**src/rtl/register_file_32x32_pkg.sv**
```systemverilog
// Shared datapath widths and named MIPS register numbers for the register file,
// ALU and write-back muxes.
package register_file_32x32_pkg;

  localparam int RF_DATA_W = 32;
  localparam int RF_ADDR_W = 5;

  typedef logic [RF_ADDR_W-1:0] reg_num_t;

  localparam reg_num_t REG_ZERO = 5'd0;
  localparam reg_num_t REG_AT   = 5'd1;
  localparam reg_num_t REG_V0   = 5'd2;
  localparam reg_num_t REG_A0   = 5'd4;
  localparam reg_num_t REG_T0   = 5'd8;
  localparam reg_num_t REG_S0   = 5'd16;
  localparam reg_num_t REG_GP   = 5'd28;
  localparam reg_num_t REG_SP   = 5'd29;
  localparam reg_num_t REG_FP   = 5'd30;
  localparam reg_num_t REG_RA   = 5'd31;

endpackage

```
**src/rtl/register_file_32x32_decoder5to32.sv**
```systemverilog
// Binary-to-one-hot decoder; output is all-zero while en is low.
module decoder5to32 #(
  parameter int ADDR_W = 5
) (
  input  logic [ADDR_W-1:0]    addr,
  input  logic                 en,
  output logic [2**ADDR_W-1:0] onehot
);

  // NOTE: default assignment first so every path drives onehot and no latch is inferred.
  always_comb begin
    onehot = '0;
    if (en) onehot[addr] = 1'b1;
  end

endmodule

```
**src/rtl/register_file_32x32_mux32.sv**
```systemverilog
// Word selector: picks one of 2**ADDR_W packed words by index.
module mux32 #(
  parameter int DATA_W = 32,
  parameter int ADDR_W = 5
) (
  input  logic [2**ADDR_W-1:0][DATA_W-1:0] words,
  input  logic [ADDR_W-1:0]                sel,
  output logic [DATA_W-1:0]                y
);

  assign y = words[sel];

endmodule

```
**src/rtl/register_file_32x32.sv**
```systemverilog
// MIPS register file: one synchronous write port, two combinational read ports,
// register 0 hardwired to zero, optional write-through bypass.
module register_file_32x32
  import register_file_32x32_pkg::*;
#(
  parameter int DATA_W       = RF_DATA_W,
  parameter int ADDR_W       = RF_ADDR_W,
  parameter bit WRITE_BYPASS = 1'b0
) (
  input  logic              clk,
  input  logic              reset,
  input  logic              regWrite,
  input  logic [ADDR_W-1:0] writeReg,
  input  logic [DATA_W-1:0] writeData,
  input  logic [ADDR_W-1:0] readReg1,
  input  logic [ADDR_W-1:0] readReg2,
  output logic [DATA_W-1:0] readData1,
  output logic [DATA_W-1:0] readData2
);

  localparam int NREG = 2**ADDR_W;

  logic [NREG-1:0]              dec_vec;
  logic [NREG-1:0]              we;
  logic                         unused_zero_hit;
  logic [DATA_W-1:0]            regs [NREG-1:1];
  logic [NREG-1:0][DATA_W-1:0]  words;
  logic [DATA_W-1:0]            stored1, stored2;

  decoder5to32 #(.ADDR_W(ADDR_W)) u_wdec (
    .addr   (writeReg),
    .en     (regWrite),
    .onehot (dec_vec)
  );

  // Address 0 has no storage, so its enable is forced low and left to dangle.
  assign we              = {dec_vec[NREG-1:1], 1'b0};
  assign unused_zero_hit = dec_vec[0];

  // NOTE: this storage is a flop array that must read 0 after reset, so it is
  // reset explicitly; sequential state always uses non-blocking assignments.
  always_ff @(posedge clk) begin
    for (int i = 1; i < NREG; i++) begin
      if (reset)      regs[i] <= '0;
      else if (we[i]) regs[i] <= writeData;
    end
  end

  always_comb begin
    words[0] = '0;
    for (int i = 1; i < NREG; i++) words[i] = regs[i];
  end

  mux32 #(.DATA_W(DATA_W), .ADDR_W(ADDR_W)) u_rsel1 (
    .words (words),
    .sel   (readReg1),
    .y     (stored1)
  );

  mux32 #(.DATA_W(DATA_W), .ADDR_W(ADDR_W)) u_rsel2 (
    .words (words),
    .sel   (readReg2),
    .y     (stored2)
  );

  generate
    if (WRITE_BYPASS) begin : g_bypass
      // Write-through is held off during reset so reads show stored values until the clearing edge.
      logic byp_active;
      assign byp_active = regWrite && !reset && (writeReg != REG_ZERO);
      assign readData1  = (byp_active && readReg1 == writeReg) ? writeData : stored1;
      assign readData2  = (byp_active && readReg2 == writeReg) ? writeData : stored2;
    end else begin : g_no_bypass
      assign readData1 = stored1;
      assign readData2 = stored2;
    end
  endgenerate

endmodule

```
**config.mk**
```make
export PLATFORM = sky130hd
export DESIGN_NAME = register_file_32x32
export DESIGN_NICKNAME = d
export VERILOG_FILES = /design/src/rtl/register_file_32x32_pkg.sv /design/src/rtl/register_file_32x32_decoder5to32.sv /design/src/rtl/register_file_32x32_mux32.sv /design/src/rtl/register_file_32x32.sv
export SDC_FILE = /design/constraint.sdc
export NUM_CORES = 2
export LEC_CHECK = 0
export ABC_AREA = 1
export ABC_CLOCK_PERIOD_IN_PS = 5200
export CORE_UTILIZATION = 40
export DETAILED_ROUTE_END_ITERATION = 8
export SLEW_MARGIN = 20
export SYNTH_ARGS = -nofsm -noshare
export SYNTH_HDL_FRONTEND = slang
export SYNTH_SLANG_ARGS = --single-unit
```
**constraint.sdc**
```tcl
create_clock -name clk -period 5.2 [get_ports clk]
set_input_delay 0.52 -clock clk [delete_from_list [all_inputs] [get_ports clk]]
set_output_delay 0.52 -clock clk [all_outputs]
set_load 0.02 [all_outputs]
```
### Word level (Yosys, flattened, before mapping)

Memory sizes are Yosys's and may differ from the RTL's.
Index checks and enable logic that the tools add are counted.

* bits of input ports: 50
* memories kept: 1
* RAM bits: 992
* word-level logic and storage cells: 170
* bits in registers: 0

Memories
* regs: words 31, width 32, read ports 31, clocked after Yosys merged registers in 0, wr ports 31, RTL line register_file_32x32.sv:26 `logic [DATA_W-1:0] regs [NREG-1:1];`

* reductions and logical operators: 1
* bitwise gates (word level): 31
* $lt $le $gt $ge: 4
* mux-type cells: 133

Operators with widths (count)
* 2-to-1 mux 32 bit: 34
* binary-select mux 32 bit (select 5 bit): 2
* 2-to-1 mux 1 bit: 96
* OR 1 bit: 31
* less-than comparator 5 x 6 -> 1 bit, second input constant: 3
* demux 1 bit (select 5 bit): 1
* greater-or-equal comparator 5 x 1 -> 1 bit, second input constant: 1
* logical AND 1 bit: 1

### Logic depth before layout (Yosys ltp)

* word-level depth: 9
* depth in mapped cells: 12
* gate-level depth less buffers: 8

### Cells and area by module

From an unflattened synthesis, not the netlist that was laid out.

* cell total of the unflattened synthesis: 7187
* area total of the unflattened synthesis: 58472.3 µm²

By module, submodules not included
* register_file_32x32: area each 36678.9 µm², cells each 2275, seq. area each 29788.6 µm², instances 1
* mux32: area each 10796.6 µm², cells each 2431, seq. area each 0.0 µm², instances 2
* decoder5to32: area each 200.2 µm², cells each 50, seq. area each 0.0 µm², instances 1

### Least setup slack after synthesis

No wires, ideal clock.

* kind: input port to flip-flop
* start point: input writeReg[1]
* end point: register, netlist name regs[0][1000]
* arrival: 3.454 ns
* setup time: 0.466 ns
* slack: 1.281 ns
* cell stages on the path: 4
* cells stage by stage: inv_1 > nor3_2 > inv_1 > o21ai_0

RTL lines
* from (decl): RTL line register_file_32x32.sv:13 `input logic [ADDR_W-1:0] writeReg,`

### Worst setup path after layout

* start point: input readReg2[0]
* end point: output readData2[23]

* longest elaborated chain between the ends: 2

Ends and longest elaborated chain
* from (decl): RTL line register_file_32x32.sv:16 `input logic [ADDR_W-1:0] readReg2,`
* binary-select mux 32 bit (select 5 bit): RTL line register_file_32x32_mux32.sv:11 `assign y = words[sel];`
* 2-to-1 mux 32 bit (not written as such): RTL line register_file_32x32_mux32.sv:11
* to (decl): RTL line register_file_32x32.sv:18 `output logic [DATA_W-1:0] readData2`

Every way passes these cells. The select of a mux whose other input is x is not followed.

==> summary.md <==
| Metric | Value |
|---|---|
| Status | `completed` |
| Input/output buffers | `113` |
| Syn_nets | `7324` |
| Max VDD drop | `0.0002937 V` |
| Antenna viol nets, final | `0` |
| Most frequent cells in the layout | `1931 x nand2_1, 1536 x nand3_1, 1117 x nor2_1` |
| Layout Nets | `7109` |
| Initial DRC count | `8433` |
| Slowest stage delay, CP | `0.71 ns` |
| Pin slew with the least headroom to its limit | `1.179 ns` |
| Distinct cells, synth | `14` |
| Drt total wl | `231600 um` |
| RSZ-0062 raised after global routing | `no` |
| Pwr dens | `328.5 mW/mm^2` |
| Vias in the first global route | `49780` |
| CTS tree | `built` |
| Sink Count | `992` |
| Seq/Total Area, Yosys | `0.5337` |
| Initial antenna violation count | `1` |
| Critical setup path kind | `primary input to primary output` |
| Drt wl/cell | `25.69 um` |
| TritonCTS buffer count | `110` |
| Avg Inst Size Synth | `7.673 um^2` |
| Hold_ws | `0.7951 ns` |
| Finished Cell Area | `0.06255 mm^2` |
| Max cap viols | `0` |
| FMAX | `229.0 MHz` |
| Ys Warns | `0` |
| Global-route wire length before repair | `331600 um` |
| DP Area | `0.05892 mm^2` |
| CP most frequent cell | `nand2_1` |
| Global route overflow | `0` |
| CP startpoint kind | `primary input` |
| Hold Path Cell Cnt | `4` |
| Largest regs | `regs x992` |
| Initial core utilization | `0.4044` |
| Max clock buf depth | `3` |
| Crit path cell chain | `buf_8 -> inv_8 -> nor2_4 -> buf_12 -> nand2_1 -> nand3_1 -> nand3_1 -> nand2_1 -> nand2_1 -> nand2_1 -> clkdlybuf4s50_1` |
| Htree depth | `3` |
| GRT Total Usage | `0.3204` |
| IO Pins | `114` |
| Most flops, register | `regs` |
| Core area | `0.1380 mm^2` |
| Die ar. | `0.1410 mm^2` |
| RD Place Congestion | `0.9103` |
| Via/cell ratio | `5.843` |
| Req. time, crit path | `4.68 ns` |
| Via count | `52690` |
| Max reg flops | `992` |
| # hold bufs at CTS | `0` |
| Post-cts resize count | `0` |
| Leak Pwr | `26.88 nW` |
| WP depth | `11` |
| Synth Instances | `7274` |
| Mapped cell area | `0.05581 mm^2` |
| Largest net degree at the start of global routing | `155` |
| N_diodes | `0` |
| DIE WIDTH | `375.5 um` |
| Commonest non-fill, non-tap cell in the layout | `nand2_1` |
| CP arrival | `3.85 ns` |
| First-pass DRT Iterations | `6` |
| Die Y | `375.5 um` |
| Synth Register Bits | `992` |
| Clock Pin Slew Worst Setup and Hold Paths | `0.06 ns` |
| CP max FO | `78` |
| Worst hold path class | `primary input to register` |
| Synth-to-Final Area Change | `12.08%` |
| Final worst-path cycle share | `0.8398` |
| Final setup vio count | `0` |
| Placement row count | `136` |
| Buf+Inv Stages, Crit Path | `4` |
| Total negative setup slack | `0 ns` |
| Relative slew slack | `0.2142` |
| Final Max Tran Viols | `0` |
| CP top delay family | `buffers and inverters` |
| Layout cell share with drive strength beyond 1 | `0.05857` |
| Root buffer cell | `clkbuf_16` |
| Crit-path slowest cell | `clkdlybuf4s50_1` |
| # DRC | `0` |
| Fin. Hold Viols | `0` |
| Crit path time final | `4.367 ns` |
| Critical Path End Type | `primary output` |
| Hpwl dp | `121800 um` |
| # Post-CTS Setup Buffers | `0` |
==> layout make-up <==
class | count | area, um^2
Tap cell | 1863 | 2331
Sequential cell | 992 | 29790
Timing Repair Buffer | 275 | 2666
Fill cell | 13370 | 75450
Inverter | 763 | 2904
Clock buffer | 141 | 2933
Multi-Input combinational cell | 4917 | 21260
Clock inverter | 66 | 666.9
==> metal layers <==
| metal | vias up | global-route usage | routed length (um) |
|---|---|---|---|
| met5 | - | 0 | 0 |
| met4 | 0 | 0.1558 | 12180 |
| met3 | 770 | 0.09941 | 35250 |
| met2 | 4086 | 0.4708 | 96770 |
| met1 | 24780 | 0.4269 | 87450 |
| li1 | 23050 | - | - |
==> report_power, final <==
group          leakage, nW  total (mW)  internal [mW]  switching [mW]
clock network         1.77        8.05           4.65            3.40
registers             9.46        9.40           9.24           0.163
logic                 15.7        3.10          0.784            2.31
==> stage by stage <==
| stage | total power [mW] | util | setup slack (ns) | cells |
|---|---|---|---|---|
| 4_1_cts | 20.41 | 0.4530 | 1.015 | 9016 |
| 6_report | 20.55 | 0.4533 | 0.8333 | 9017 |
| 5_1_grt | 21.06 | 0.4533 | 0.8118 | 9017 |
| 3_3_place_gp | 12.48 | 0.4270 | 0.9824 | 8809 |
| 2_1_floorplan | 11.26 | - | 1.281 | 7274 |
| 3_5_place_dp | 12.52 | 0.4270 | 1.030 | 8809 |
==> Yosys cell counts <==
library cell / count / area [um^2]
nand3_1: 1567 / 7843
buf_1: 69 / 259.0
inv_2: 4 / 15.01
a21oi_1: 256 / 1281
clkbuf_1: 479 / 1798
buf_2: 54 / 270.3
inv_1: 757 / 2841
nor2_1: 1120 / 4204
nor3_1: 1 / 5.000
edfxtp_1: 992 / 29790
nor3_2: 11 / 110.1
clkinv_1: 2 / 7.510
nand2_1: 1942 / 7289
o21ai_0: 20 / 100.1
==> cell families after synthesis <==
logic type / synth area share
buffers and inverters: 0.09301
flip-flops: 0.5337
AND/OR/NAND/NOR: 0.3485
AO/OA/AOI/OAI: 0.02475
==> final timing paths <==
| kind | to | from | slack (ns) |
|---|---|---|---|
| min | regs[0][71] | writeData[7] | 0.80 |
| max | readData2[23] | readReg2[0] | 0.83 |
No activity file was read; power rests on OpenSTA's default activity.
